**config.mk**
```make
export PLATFORM = sky130hd
export DESIGN_NAME = mem_readback_streamer
export DESIGN_NICKNAME = d
export VERILOG_FILES = /design/src/rtl/mem_reinit_pkg.sv /design/src/rtl/stream_fifo2.sv /design/src/rtl/mem_readback_streamer.sv
export SDC_FILE = /design/constraint.sdc
export NUM_CORES = 1
export LEC_CHECK = 0
export ABC_AREA = 1
export CAP_MARGIN = 40
export CORE_UTILIZATION = 45
export DETAILED_ROUTE_END_ITERATION = 6
export PLACE_DENSITY = 0.68
export SLEW_MARGIN = 20
export SYNTH_ARGS = -nofsm -noshare
export SYNTH_HDL_FRONTEND = slang
export SYNTH_SLANG_ARGS = --single-unit
```
**constraint.sdc**
```tcl
create_clock -name clk -period 3.6 [get_ports clk]
set_input_delay 0.72 -clock clk [delete_from_list [all_inputs] [get_ports clk]]
set_output_delay 0.72 -clock clk [all_outputs]
set_load 0.05 [all_outputs]
```
**src/rtl/mem_reinit_pkg.sv**
```systemverilog
// Shared types for the memory reinit readback path: streamer FSM states and
// the default checksum width.
package mem_reinit_pkg;

   typedef enum logic [1:0] {
      IDLE  = 2'd0,
      RUN   = 2'd1,
      DRAIN = 2'd2
   } state_t;

   localparam int CSUM_W_DEF = 16;

endpackage

```
**src/rtl/stream_fifo2.sv**
```systemverilog
// Two-entry FIFO with registered storage; dout always presents the head entry.
// Flush empties the FIFO without clearing the storage.
module stream_fifo2 #(
   parameter int W = 8
) (
   input  logic         clk,
   input  logic         reset,
   input  logic         flush,
   input  logic         push,
   input  logic         pop,
   input  logic [W-1:0] din,
   output logic [W-1:0] dout,
   output logic         full,
   output logic         empty,
   output logic [1:0]   count
);

   logic [W-1:0] mem_q [2];
   logic [W-1:0] mem_d [2];
   logic         wr_ptr_q, wr_ptr_d;
   logic         rd_ptr_q, rd_ptr_d;
   logic [1:0]   count_q, count_d;
   logic         push_ok, pop_ok;

   assign full    = (count_q == 2'd2);
   assign empty   = (count_q == 2'd0);
   assign count   = count_q;
   assign dout    = mem_q[rd_ptr_q];
   // A push into a full FIFO is only legal when the head leaves in the same cycle.
   assign pop_ok  = pop & ~empty;
   assign push_ok = push & (~full | pop_ok);

   always_comb begin
      mem_d    = mem_q;
      wr_ptr_d = wr_ptr_q;
      rd_ptr_d = rd_ptr_q;
      count_d  = count_q;
      if (flush) begin
         wr_ptr_d = 1'b0;
         rd_ptr_d = 1'b0;
         count_d  = 2'd0;
      end else begin
         if (push_ok) begin
            mem_d[wr_ptr_q] = din;
            wr_ptr_d        = ~wr_ptr_q;
         end
         if (pop_ok) begin
            rd_ptr_d = ~rd_ptr_q;
         end
         count_d = count_q + {1'b0, push_ok} - {1'b0, pop_ok};
      end
   end

   always_ff @(posedge clk or negedge reset) begin
      if (!reset) begin
         mem_q[0] <= '0;
         mem_q[1] <= '0;
         wr_ptr_q <= 1'b0;
         rd_ptr_q <= 1'b0;
         count_q  <= 2'd0;
      end else begin
         mem_q    <= mem_d;
         wr_ptr_q <= wr_ptr_d;
         rd_ptr_q <= rd_ptr_d;
         count_q  <= count_d;
      end
   end

endmodule

```
**src/rtl/mem_readback_streamer.sv**
```systemverilog
// Sweeps a synchronous RAM from address 0 to DEPTH_MEM-1 and streams each word
// with its address, a last flag and a running checksum of accepted words.
module mem_readback_streamer
   import mem_reinit_pkg::*;
#(
   parameter int WID_MEM   = 8,
   parameter int DEPTH_MEM = 8192,
   parameter int ADDR_W    = $clog2(DEPTH_MEM),
   parameter int CSUM_W    = CSUM_W_DEF
) (
   input  logic               clk,
   input  logic               reset,
   input  logic               start,
   input  logic               abort,
   output logic               busy,
   output logic               done,
   output logic [ADDR_W-1:0]  mem_raddr,
   output logic               mem_rd_en,
   input  logic [WID_MEM-1:0] mem_dout,
   output logic               out_valid,
   input  logic               out_ready,
   output logic [WID_MEM-1:0] out_data,
   output logic [ADDR_W-1:0]  out_addr,
   output logic               out_last,
   output logic [CSUM_W-1:0]  checksum,
   output state_t             dbg_state
);

   localparam int                EW        = WID_MEM + ADDR_W + 1;
   localparam logic [ADDR_W-1:0] LAST_ADDR = ADDR_W'(DEPTH_MEM - 1);

   // Stream handshake: a word transfers on a rising edge where out_valid and
   // out_ready are both high; out_* hold steady while out_valid waits for ready.
   state_t              state_q, state_d;
   logic [ADDR_W-1:0]   issue_addr_q, issue_addr_d;
   logic                inflight_q, inflight_d;
   logic [ADDR_W-1:0]   inflight_addr_q, inflight_addr_d;
   logic [CSUM_W-1:0]   csum_q, csum_d;
   logic                done_q, done_d;

   logic                pop, push, issue, drain_done;
   logic [2:0]          occ_after;
   logic [EW-1:0]       fifo_din, fifo_dout;
   logic                fifo_full, fifo_empty;
   logic [1:0]          fifo_count;

   assign pop       = out_valid & out_ready & ~abort;
   assign push      = inflight_q & ~abort;
   // Counting the in-flight read as occupied caps outstanding reads at two.
   assign occ_after = {1'b0, fifo_count} + {2'b00, inflight_q} - {2'b00, pop};
   assign issue     = (state_q == RUN) && !abort && (occ_after < 3'd2);
   assign drain_done = !inflight_q && !fifo_full && (fifo_empty || pop);
   assign fifo_din  = {mem_dout, inflight_addr_q, (inflight_addr_q == LAST_ADDR)};

   stream_fifo2 #(.W(EW)) u_fifo (
      .clk   (clk),
      .reset (reset),
      .flush (abort),
      .push  (push),
      .pop   (pop),
      .din   (fifo_din),
      .dout  (fifo_dout),
      .full  (fifo_full),
      .empty (fifo_empty),
      .count (fifo_count)
   );

   always_comb begin
      state_d         = state_q;
      issue_addr_d    = issue_addr_q;
      inflight_d      = issue;
      inflight_addr_d = issue ? issue_addr_q : inflight_addr_q;
      csum_d          = csum_q;
      done_d          = 1'b0;
      if (pop) begin
         csum_d = csum_q + CSUM_W'(out_data);
      end
      unique case (state_q)
         IDLE: begin
            if (start && !abort) begin
               state_d      = RUN;
               issue_addr_d = '0;
               csum_d       = '0;
            end
         end
         RUN: begin
            if (issue) begin
               if (issue_addr_q == LAST_ADDR) begin
                  state_d = DRAIN;
               end else begin
                  issue_addr_d = issue_addr_q + ADDR_W'(1);
               end
            end
         end
         DRAIN: begin
            if (drain_done) begin
               state_d = IDLE;
               done_d  = 1'b1;
            end
         end
         default: state_d = IDLE;
      endcase
      if (abort) begin
         state_d    = IDLE;
         inflight_d = 1'b0;
         done_d     = 1'b0;
      end
   end

   always_ff @(posedge clk or negedge reset) begin
      if (!reset) begin
         state_q         <= IDLE;
         issue_addr_q    <= '0;
         inflight_q      <= 1'b0;
         inflight_addr_q <= '0;
         csum_q          <= '0;
         done_q          <= 1'b0;
      end else begin
         state_q         <= state_d;
         issue_addr_q    <= issue_addr_d;
         inflight_q      <= inflight_d;
         inflight_addr_q <= inflight_addr_d;
         csum_q          <= csum_d;
         done_q          <= done_d;
      end
   end

   assign busy      = (state_q != IDLE);
   assign done      = done_q;
   assign mem_raddr = issue_addr_q;
   assign mem_rd_en = issue;
   assign out_valid = ~fifo_empty;
   assign {out_data, out_addr, out_last} = fifo_dout;
   assign checksum  = csum_q;
   assign dbg_state = state_q;

endmodule

```
==> out/qor.csv, run 1 <==
metric,value,unit
status,"complete, no violations",
path_max_fanout,2,
hp-class,input pin to asynchronous set/reset pin,
antennaDiodeCount,0,
rsz0062_at_grt,false,
synth_common_cells,"197 x nand2_1, 94 x dfrtp_1, 78 x inv_1",
power_density,578,nW/um^2
grtUsageTotal,21.5,%
startpoint_type,input pin,
cts_root_buf,clkbuf_8,
relSlewSlack,55.4,%
dr.pass1.iters,5,
synth_edf_count,0,
dieArea,11400,um^2
synthTopCellsByArea,"dfrtp_1 48%, nand2_1 15%, inv_1 5.9%",
ys_ff_latch,94,
vias_per_cell,5.01,
r2r_start,u_fifo.count[1],
start_util,47.1,%
dpl.hpwl,7.82,mm
io_buffer_count,69,
critPathKind,input pin to output pin,
numCtsBuffers,9,
synth_cells,625,
cts.sinks,94,
synth-main-ff-cell,dfrtp_1,
wl_per_cell,13.2,um
antenna_found_initial,0,
hold_violations,0,
vdd_drop_max,0.000317,V
gr-total-overflow,0,
wl,11.0,mm
setup_tns,0,ns
slew_violations,0,
ys_seq_area_share,47.7,%
end_kind,output pin,
place.gp.congestion,0.856,
die_w,107,um
fmax,288,MHz
netlist_area,4930,um^2
path_cells,clkdlybuf4s50_1 -> nor2_1 -> ha_1 -> or2_2 -> fa_2 -> xnor2_2 -> nand3_2 -> inv_2 -> buf_12,
whs,0.388,ns
yosys.cell_count.top_type,nand2_1,
ctsHtreeMaxLevel,3,
setup_viol,0,
synth_top_cell_area_share,47.7,%
max_cap_viol_count,0,
cts_tree,done,
fin_crit,3.47,ns
grt_max_degree,50,
fin_worst_skew,0.0159,ns
cts_hold_buffers,0,
nNetsFinal,722,
dp.cells,820,
fin_cells,836,
drt_first_iter_violations,212,
drc,0,
cp_num_buf_inv,3,
grt_pass1_vias,4061,
ant_nets,0,
yosys_warnings,0,
tightestPinTransition,0.667,ns
drive_above_1_share,8.29,%
timing.final.crit_share,96.4,%
core_area,10500,um^2
slowest_stage,clkdlybuf4s50_1,
areaGrowthSynthToFinish,21.5,%
ys_types,34,
rows,37,
vias,4185,
synth.largest_area_cell,dfrtp_1,
clk_latency,0.36,ns
avgSynthCellArea,7.89,um^2
crit_family,buffers and inverters,
die_y,107,um
critPathArrivalTime,2.75,ns
synthArstFlopShare,100,%
reg2reg_to,mem_raddr[9],
ioPinCount,70,
grt_pass1_wl,19.3,mm
cts.clk_slew.worst_paths,0.10,ns
p_leak,0.00295,uW
worst_r2r_path_depth,16,
cts_buffer_depth,2,
syn_nets,652,
rrSetupSlack,0.59,ns
crit_required,2.88,ns
cpPeakStageDelay,0.50,ns
[how the worst max path moves through the flow]
stage	start	endpoint	slack [ns]	cells past startpoint
after floorplan	abort	mem_rd_en	0.25	8
after global placement	out_ready	mem_rd_en	-0.06	10
after detailed placement	out_ready	mem_rd_en	-0.06	10
after CTS	out_ready	mem_rd_en	0.01	10
after global routing	u_fifo.count[1]	mem_rd_en	0.05	11
final	abort	mem_rd_en	0.13	9
[through the flow]
step / total power, uW / utilization (%) / instance area [um^2] / worst slack [ns]
2_1_floorplan: 2280 / - / 4930 / 0.255
3_3_place_gp: 2670 / 55.0 / 5760 / -0.0572
3_5_place_dp: 2700 / 55.0 / 5760 / -0.0642
4_1_cts: 3490 / 57.2 / 5980 / 0.0113
5_1_grt: 3680 / 57.2 / 5990 / 0.0544
6_report: 3460 / 57.2 / 5990 / 0.129
[report_power, final]
part,internal (uW),switching [uW]
Combinational,448,910
Clock,397,385
Sequential,1220,108
Total,2060,1400
[layout by cell type, fill, tap and decap left out, types with 3 or more instances in the layout]
master	netlist	routed
o21ai_2	8	8
clkbuf_8	0	9
o21ai_0	54	54
o21ai_1	11	11
a21oi_1	9	9
nor2_1	37	37
o21a_1	3	3
dfrtp_1	94	94
inv_1	78	77
nor3_1	7	7
buf_4	2	12
nand2_1	197	197
xor2_1	11	11
nand2_2	7	7
nand4_1	10	10
nand3_1	42	42
ha_1	12	12
clkdlybuf4s50_1	0	66
inv_2	3	4
[per-layer routing]
metal,part of all wire [%],wire length [um],global-route usage (%)
met2,44,4870,32.7
met5,0,0,0
met3,4.0,439,4.38
met4,1.9,208,6.26
met1,50,5520,31.2
[registers in the layout, indices dropped and copies added (netlist names)]
signal and count:
u_fifo.rd_ptr_q 1, done 1, inflight_addr_q 13, dbg_state 2, u_fifo.mem_q 44, checksum 16
mem_raddr 13, u_fifo.count 2, u_fifo.wr_ptr_q 1, inflight_q 1
[area by class of cell]
| type | instances | area (um^2) |
|---|---|---|
| Clock buffer | 10 | 128 |
| Clock inverter | 6 | 91.3 |
| Fill cell | 1015 | 4470 |
| Inverter | 81 | 304 |
| Multi-Input combinational cell | 429 | 2160 |
| Sequential cell | 94 | 2350 |
| Tap cell | 136 | 170 |
| Timing Repair Buffer | 80 | 783 |
[cells by family after synthesis]
kind of cell               count (synthesis)  synth area share (%)
DFF                                       94                  47.7
xor gates and xnor gates                  14                  2.49
and+or+nand+nor                          311                  27.1
adders and majority gates                 14                  3.86
buffers and inverters                    102                  8.66
AOI/OAI and AO/OA                         90                  10.2
[repair_timing]
| action | 4_1_cts | 5_1_grt |
|---|---|---|
| resized for setup | 2 | 2 |
| setup endpoints to repair | 1 | 1 |
| pin swaps | 0 | 1 |
| buffers inserted | 0 | 0 |
No activity file was read; power rests on OpenSTA's default activity.
==> run 2, diff against run 1 <==
--- a/config.mk
+++ b/config.mk
@@ -9,7 +9,8 @@
 export CAP_MARGIN = 40
 export CORE_UTILIZATION = 45
 export DETAILED_ROUTE_END_ITERATION = 6
-export PLACE_DENSITY = 0.68
+export PLACE_DENSITY = 0.78
+export SETUP_SLACK_MARGIN = 0.4
 export SLEW_MARGIN = 20
 export SYNTH_ARGS = -nofsm -noshare
 export SYNTH_HDL_FRONTEND = slang
==> run 2 against run 1 <==
Net effect:
- largest cell class unchanged
- fmax is 9.5% higher
- routed wire length increased by 4.3%
- clock-buffer cell count did not move
- combinational power rose by 3%
- critical path depth fell by 1
- sequential cell count is the same
- non-clock buffer count up 10
- first-iteration DRC count increased by 17%
- worst hold slack better by 0.026 ns
- clock skew decreased by 0.0083 ns
==> out/qor.csv, run 2 (same netlist as run 1, synthesis figures left out) <==
metric,value,unit,change
drt_first_iter_violations,248,,was 212
critPathKind,input pin to output pin,,unchanged
wl_per_cell,13.6,um,was 13.2 um
layout_commonest_cell,nand2_1,,unchanged
vdd_drop_max,0.000398,V,was 0.000317 V
fin_crit,3.17,ns,was 3.47 ns
wl,11.5,mm,was 11.0 mm
setup_viol,0,,unchanged
crit_family,adder cells,,was buffers and inverters
path_cells,clkdlybuf4s15_2 -> nor2_4 -> ha_4 -> or2_4 -> fa_2 -> nand3_2 -> clkinvlp_4 -> buf_12,,was clkdlybuf4s50_1 -> nor2_1 -> ha_1 -> or2_2 -> fa_2 -> xnor2_2 -> nand3_2 -> inv_2 -> buf_12
grt_pass1_wl,19.5,mm,was 19.3 mm
p_leak,0.00297,uW,was 0.00295 uW
cts_hold_buffers,0,,unchanged
ioPinCount,70,,unchanged
vias_per_cell,5.16,,was 5.01
antennaDiodeCount,0,,unchanged
numCtsBuffers,9,,unchanged
fin_cells,844,,was 836
final_area,6070,um^2,was 5990 um^2
fmax,315,MHz,was 288 MHz
place.gp.congestion,0.911,,was 0.856
core_area,10500,um^2,unchanged
cts_tree,done,,unchanged
grtUsageTotal,21.6,%,was 21.5%
cpPeakStageDelay,0.57,ns,was 0.50 ns
rsz0062_at_grt,false,,unchanged
gr-total-overflow,0,,unchanged
timing.final.crit_share,88.1,%,was 96.4%
cts.clk_slew.worst_paths,0.09,ns,was 0.10 ns
dr.pass1.iters,5,,unchanged
slowest_stage,fa_2,,was clkdlybuf4s50_1
relSlewSlack,51.9,%,was 55.4%
cp_num_buf_inv,3,,unchanged
clk_latency,0.35,ns,was 0.36 ns
drive_above_1_share,10.5,%,was 8.29%
die_y,107,um,unchanged
largest_register_ffs,44,,unchanged
crit_required,2.88,ns,about the same
nNetsFinal,732,,was 722
antenna_found_initial,0,,unchanged
drc,0,,unchanged
ctsHtreeMaxLevel,3,,unchanged
fin_worst_skew,0.00759,ns,was 0.0159 ns
status,"complete, no violations",,unchanged
start_util,47.1,%,unchanged
hold_violations,0,,unchanged
cts.sinks,94,,unchanged
vias,4358,,was 4185
grt_pass1_vias,4202,,was 4061
die_w,107,um,unchanged
grt_max_degree,58,,was 50
startpoint_type,input pin,,unchanged
dpl-instance-area,5770,um^2,was 5760 um^2
dpl.hpwl,8.09,mm,was 7.82 mm
final_cell_mix,"197 x nand2_1, 93 x dfrtp_1, 74 x inv_1",,"was 197 x nand2_1, 94 x dfrtp_1, 77 x inv_1"
dieArea,11400,um^2,unchanged
whs,0.414,ns,was 0.388 ns
max_cap_viol_count,0,,unchanged
power_density,569,nW/um^2,was 578 nW/um^2
hp-class,input pin to asynchronous set/reset pin,,unchanged
end_kind,output pin,,unchanged
critPathArrivalTime,2.45,ns,was 2.75 ns
rows,37,,unchanged
largest-register,u_fifo.mem_q,,unchanged
slew_violations,0,,unchanged
io_buffer_count,69,,unchanged
areaGrowthSynthToFinish,23.2,%,was 21.5%
cts_buffer_depth,2,,unchanged
path_max_fanout,2,,unchanged
dp.cells,820,,unchanged
tightestPinTransition,0.721,ns,was 0.667 ns
cts_root_buf,clkbuf_8,,unchanged
ant_nets,0,,unchanged
-- run 2: through the flow --
step | util (%) | TNS [ns] | setup WS [ns] | power, uW
after CTS | 57.8 | 0 | 0.419 | 3470
after global placement | 55.1 | -0.0374 | -0.0374 | 2670
final | 58.0 | 0 | 0.429 | 3460
after detailed placement | 55.1 | -0.116 | -0.0983 | 2710
after floorplan | - | 0 | 0.405 | 2280
after global routing | 58.0 | 0 | 0.400 | 3660
-- run 2: path summary, 6_finish.rpt --
path	slack, ns	start	endpoint	cells past startpoint
worst max-delay path	0.43	abort	mem_rd_en	8
worst min-delay path	0.41	reset	u_fifo.mem_q[39]	1
worst max register to register	0.89	u_fifo.count[1]	mem_raddr[9]	14
worst min register to register	0.49	u_fifo.mem_q[16]	u_fifo.mem_q[16]	2
max in group asynchronous	2.40	reset	u_fifo.mem_q[14]	2
min in group clk	0.49	u_fifo.mem_q[16]	u_fifo.mem_q[16]	2
-- run 2: final cells by class --
class	instances	area [um^2]
Fill cell	961	4390
Sequential cell	94	2350
Multi-Input combinational cell	429	2180
Timing Repair Buffer	90	852
Inverter	81	312
Tap cell	136	170
Clock buffer	10	128
Clock inverter	4	73.8
-- run 2: what timing repair did --
action,4_1_cts,5_1_grt
gates cloned,0,0
buffers inserted,8,2
pin swaps,7,1
setup endpoints to repair,9,5
resized for setup,15,1
-- run 2: routing by layer --
layer / track usage, % / up-vias / wire length (um)
met5: 0 / - / 0
met4: 6.95 / 0 / 205
met3: 2.37 / 20 / 545
met2: 34.4 / 132 / 5470
met1: 30.8 / 2064 / 5290
li1: - / 2142 / -
-- run 2: where the power goes --
group	switching [uW]	internal [uW]
combinational	931	471
sequential	107	1220
clock	347	384
